File: src/rtl/circ_interp_pipe.sv
`default_nettype none
// +------------------------------------------------------------------+
// | circ_interp_pipe: 3-stage circular-neighbourhood interpolator     |
// | Rev 1.0 - initial release                                         |
// +------------------------------------------------------------------+
module circ_interp_pipe #(
  parameter int DW     = 8,
  parameter int FW     = 8,
  parameter int W_FRAC = 75
) (
  input  logic             clk,
  input  logic             rst,
  input  logic             valid_i,
  output logic             ready_o,
  input  logic             mode_i,
  input  logic             done_i,
  input  logic [DW-1:0]    mid_i,
  input  logic [4*DW-1:0]  axial_i,
  input  logic [16*DW-1:0] diag_i,
  output logic             valid_o,
  input  logic             ready_i,
  output logic [8*DW-1:0]  samples_o,
  output logic [DW-1:0]    mid_o,
  output logic             done_o
);

  localparam int c_aw  = 2*FW + DW + 2;
  localparam int c_one = 1 << FW;
  localparam logic [c_aw-1:0] c_wa    = c_aw'((c_one - W_FRAC) * (c_one - W_FRAC));
  localparam logic [c_aw-1:0] c_wb    = c_aw'(W_FRAC * (c_one - W_FRAC));
  localparam logic [c_aw-1:0] c_wd    = c_aw'(W_FRAC * W_FRAC);
  localparam logic [c_aw-1:0] c_round = c_aw'(64'd1 << (2*FW - 1));
  localparam logic [c_aw-1:0] c_max   = c_aw'({DW{1'b1}});
  // corner weights indexed by corner number: c1, c2, c3, c4
  localparam logic [3:0][c_aw-1:0] c_w = {c_wd, c_wb, c_wb, c_wa};

  logic w_advance;

  logic              r_s1_vld, r_s1_mode, r_s1_done;
  logic [DW-1:0]     r_s1_mid;
  logic [4*DW-1:0]   r_s1_axial;
  logic [16*DW-1:0]  r_s1_diag;

  logic              r_s2_vld, r_s2_mode, r_s2_done;
  logic [DW-1:0]     r_s2_mid;
  logic [4*DW-1:0]   r_s2_axial;
  logic [15:0][c_aw-1:0] r_s2_prod;
  logic [3:0][DW-1:0]    r_s2_c1;

  logic [15:0][c_aw-1:0] w_prod;
  logic [3:0][DW-1:0]    w_c1;
  logic [3:0][DW-1:0]    w_diag;
  logic [8*DW-1:0]       w_samples;

  logic r_s3_vld, r_s3_done;

  // global stall: the whole pipe freezes while the output beat is held
  assign w_advance = !r_s3_vld || ready_i;
  assign ready_o   = w_advance;
  assign valid_o   = r_s3_vld;
  assign done_o    = r_s3_vld && r_s3_done;

  always_ff @(posedge clk or posedge rst) begin
    if (rst) begin
      r_s1_vld   <= 1'b0;
      r_s1_mode  <= 1'b0;
      r_s1_done  <= 1'b0;
      r_s1_mid   <= '0;
      r_s1_axial <= '0;
      r_s1_diag  <= '0;
    end else if (w_advance) begin
      r_s1_vld   <= valid_i;
      r_s1_mode  <= mode_i;
      r_s1_done  <= valid_i && done_i;
      r_s1_mid   <= mid_i;
      r_s1_axial <= axial_i;
      r_s1_diag  <= diag_i;
    end
  end

  generate
    for (genvar d = 0; d < 4; d++) begin : g_diag
      assign w_c1[d] = r_s1_diag[(4*d)*DW +: DW];
      for (genvar k = 0; k < 4; k++) begin : g_corner
        assign w_prod[4*d+k] = c_aw'(r_s1_diag[(4*d+k)*DW +: DW]) * c_w[k];
      end
    end
  endgenerate

  always_ff @(posedge clk or posedge rst) begin
    if (rst) begin
      r_s2_vld   <= 1'b0;
      r_s2_mode  <= 1'b0;
      r_s2_done  <= 1'b0;
      r_s2_mid   <= '0;
      r_s2_axial <= '0;
      r_s2_prod  <= '0;
      r_s2_c1    <= '0;
    end else if (w_advance) begin
      r_s2_vld   <= r_s1_vld;
      r_s2_mode  <= r_s1_mode;
      r_s2_done  <= r_s1_done;
      r_s2_mid   <= r_s1_mid;
      r_s2_axial <= r_s1_axial;
      r_s2_prod  <= w_prod;
      r_s2_c1    <= w_c1;
    end
  end

  generate
    for (genvar d = 0; d < 4; d++) begin : g_sum
      logic [c_aw-1:0] w_acc;
      logic [c_aw-1:0] w_q;
      assign w_acc = r_s2_prod[4*d] + r_s2_prod[4*d+1] + r_s2_prod[4*d+2]
                   + r_s2_prod[4*d+3] + c_round;
      assign w_q   = w_acc >> (2*FW);
      assign w_diag[d] = r_s2_mode   ? r_s2_c1[d] :
                         (w_q > c_max) ? {DW{1'b1}} : w_q[DW-1:0];
      // interleave: even slots axial, odd slots diagonal
      assign w_samples[(2*d)*DW   +: DW] = r_s2_axial[d*DW +: DW];
      assign w_samples[(2*d+1)*DW +: DW] = w_diag[d];
    end
  endgenerate

  always_ff @(posedge clk or posedge rst) begin
    if (rst) begin
      r_s3_vld  <= 1'b0;
      r_s3_done <= 1'b0;
      samples_o <= '0;
      mid_o     <= '0;
    end else if (w_advance) begin
      r_s3_vld  <= r_s2_vld;
      r_s3_done <= r_s2_done;
      samples_o <= w_samples;
      mid_o     <= r_s2_mid;
    end
  end

endmodule
`default_nettype wire

File: config.mk
export PLATFORM = sky130hd
export DESIGN_NAME = circ_interp_pipe
export DESIGN_NICKNAME = d
export VERILOG_FILES = /design/src/rtl/circ_interp_pipe.sv
export SDC_FILE = /design/constraint.sdc
export NUM_CORES = 2
export LEC_CHECK = 0
export ABC_AREA = 1
export CELL_PAD_IN_SITES_DETAIL_PLACEMENT = 1
export CELL_PAD_IN_SITES_GLOBAL_PLACEMENT = 1
export CORE_MARGIN = 4
export CORE_UTILIZATION = 48
export CTS_CLUSTER_SIZE = 28
export DETAILED_ROUTE_END_ITERATION = 10
export PLACE_DENSITY_LB_ADDON = 0.15
export SLEW_MARGIN = 25
export SYNTH_ARGS = -nofsm -noshare
export SYNTH_HDL_FRONTEND = slang
export SYNTH_SLANG_ARGS = --single-unit
File: constraint.sdc
create_clock -name clk -period 29.4 [get_ports clk]
set_input_delay 2.94 -clock clk [delete_from_list [all_inputs] [get_ports clk]]
set_output_delay 2.94 -clock clk [all_outputs]
set_load 0.03 [all_outputs]
==> impl_metrics.json <==
{
  "wirelength_mm": 196,
  "synth_cell_types": 44,
  "status": "finished clean",
  "grt_use_total_pct": 27.4,
  "skew_ps": 16.9,
  "max-cap-violations": 0,
  "yosys_warnings": 0,
  "grt-ovfl-total": 0,
  "clk_path_buf_depth": 3,
  "path_class": "input pin to output port",
  "cp_max_fo": 84,
  "critPathLaunchType": "input pin",
  "cts_sinks": 660,
  "final_cell_mix": "1899 x nand2_1, 1575 x inv_1, 1032 x ha_1",
  "cpMostUsedCell": "clkdlybuf4s50_1",
  "grt_use_met2_pct": 48.1,
  "hold_buffers": 0,
  "syn_area_um2": 66500,
  "via_per_inst": 5.33,
  "synth_top_cell_by_area": "dfrtp_1",
  "critPathRequiredTime_ps": 26460,
  "finalNonFillerCells": 10300,
  "die-area_um2": 145000,
  "r2r_slack_ps": 24590,
  "ios": 249,
  "num_vias": 54900,
  "setup-violations-final": 0,
  "cpMaxStageDelayCell": "clkdlybuf4s50_1",
  "critPathArrivalTime_ps": 5030,
  "h-tree-depth": 3,
  "post_cts_buffers": 0,
  "post-route-min-period_ps": 7970,
  "worst_pin_slew_ps": 1170,
  "fin_crit_sh_pct": 27.1,
  "antenna_left": 0,
  "cts-root-buf": "clkbuf_16",
  "cpPeakStageDelay_ps": 700,
  "layout-drive-gt1-share_pct": 2.69,
  "synth.top_cell.area_share_pct": 24.8,
  "use_met1_pct": 36.2,
  "max_freq_ghz": 0.125,
  "rsz0062_at_grt": "false",
  "cts_buffers": 87,
  "initial_core_util_pct": 48.3,
  "grt_pass1_wl_mm": 321,
  "grt_use_met3_pct": 3.32,
  "synth-seq-cells": 660,
  "cts_tree": "done",
  "relSlewSlack_pct": 22.3,
  "wl_per_cell_um": 19.0,
  "synthToLayoutAreaGrowth_pct": 10.9,
  "drv_slew": 0,
  "gp_congestion": 0.911,
  "place_hpwl_mm": 160,
  "syn_avg_cell_area_um2": 8.09,
  "async_flop_share_pct": 100,
  "cts_resized": 0,
  "cp_cell_sequence": "clkdlybuf4s50_1 -> nor2_4 -> inv_8 -> clkdlybuf4s50_1",
  "antenna_found_initial": 6,
  "critPathCaptureType": "output port",
  "clk_latency_ps": 690,
  "grt_max_degree": 209,
  "syn_nets": 9990,
  "hold_viol_final": 0,
  "syn_inst": 8228,
  "drc": 0,
  "row_count": 136,
  "drtIter0Drc": 2557,
  "grt_pass1_vias": 60500,
  "hp-class": "register to register",
  "final_common_cell": "nand2_1",
  "coreArea_um2": 138000,
  "synth_top_flop_cell": "dfrtp_1",
  "synth_seq_area_share_pct": 24.8,
  "port_buffers": 248,
  "top_usage_layer": "met2",
  "die_w_um": 380,
  "dp.cells": 10100,
  "setup_tns_ps": 0,
  "synth_edf_count": 0,
  "path_clk_slew_ps": 60,
  "synth_area_leaders": "dfrtp_1 25%, ha_1 19%, fa_1 17%, nand2_1 11%, inv_1 8.9%",
  "die_y_um": 380,
  "nNetsFinal": 10200,
  "dr.pass1.iters": 5
}
routing by layer:
layer | up-vias | wire (um) | share of wire, %
met5 | - | 0 | 0
met4 | 0 | 3940 | 2.0
met3 | 223 | 6730 | 3.4
met2 | 700 | 96100 | 49
met1 | 27500 | 88700 | 45
li1 | 26500 | - | -
cell type report:
cell class	count	area, um2
fillers	16700	63900
multi-input cells	5842	43500
flip-flops and latches	660	16500
inverters	1578	5940
repair buffers	273	2690
clock buffers	115	2430
well taps	1794	2240
clock inverters	40	475
diodes	4	10.0
cell families after synthesis:
logic type | count (synthesis) | share of synthesized area [%]
buf+inv | 1726 | 9.86
simple gates | 2890 | 17.8
flops | 660 | 24.8
xor+xnor | 71 | 0.935
compound gates | 1293 | 10.4
fa+ha+maj | 1588 | 36.1
sequential cells by signal, indices dropped and copies added, names as in the netlist:
name,count
mid_o,8
r_s1_axial,32
r_s1_diag,128
r_s1_done,1
r_s1_mid,8
r_s1_mode,1
r_s1_vld,1
r_s2_axial,32
r_s2_c1,32
r_s2_done,1
r_s2_mid,8
r_s2_mode,1
r_s2_prod,340
r_s2_vld,1
r_s3_done,1
samples_o,64
valid_o,1
worst paths after layout:
check,start,to,depth (start not counted)
worst min register to register,r_s1_axial[3],r_s1_axial[3],2
worst max register to register,r_s1_diag[71],r_s2_prod[230],15
worst min-delay path,r_s1_axial[3],r_s1_axial[3],2
max in group asynchronous,rst,r_s2_prod[247],4
min in group asynchronous,rst,r_s1_diag[105],2
worst max-delay path,ready_i,ready_o,4
cell usage after synthesis, drive strengths merged (3+ instances only):
| library cell | count |
|---|---|
| nand3 | 311 |
| o21a | 18 |
| nand2 | 1904 |
| o21bai | 21 |
| nand4 | 96 |
| a21o | 49 |
| o22ai | 27 |
| fa | 556 |
| o21ai | 705 |
| a21boi | 24 |
| dfrtp | 660 |
| a31o | 3 |
| or2 | 26 |
| a31oi | 15 |
| o31ai | 4 |
| nor2 | 463 |
| inv | 1578 |
| buf | 71 |
| a211oi | 6 |
| clkbuf | 77 |
| xnor2 | 38 |
| xor2 | 33 |
| nor3 | 39 |
| a21oi | 421 |
| ha | 1032 |
| nand3b | 47 |
through the flow:
stage,setup WS (ps),utilization (%),hold WS (ps),instance area [um2]
detailed placement,21450,51.5,462,70800
CTS,21440,53.6,480,73800
floorplan,7960,-,440,66500
finish,21430,53.6,477,73800
global placement,21430,51.5,454,70800
global route,21320,53.6,501,73800
worst max-delay path, delay by kind of cell:
family                 cells  cell delay, ps
and+or+nand+nor            1             540
buffers and inverters      3            1490
Power is left out: the tool's default activity adds up to more than one toggle a clock period on the data nets, which glitch-free logic cannot reach.
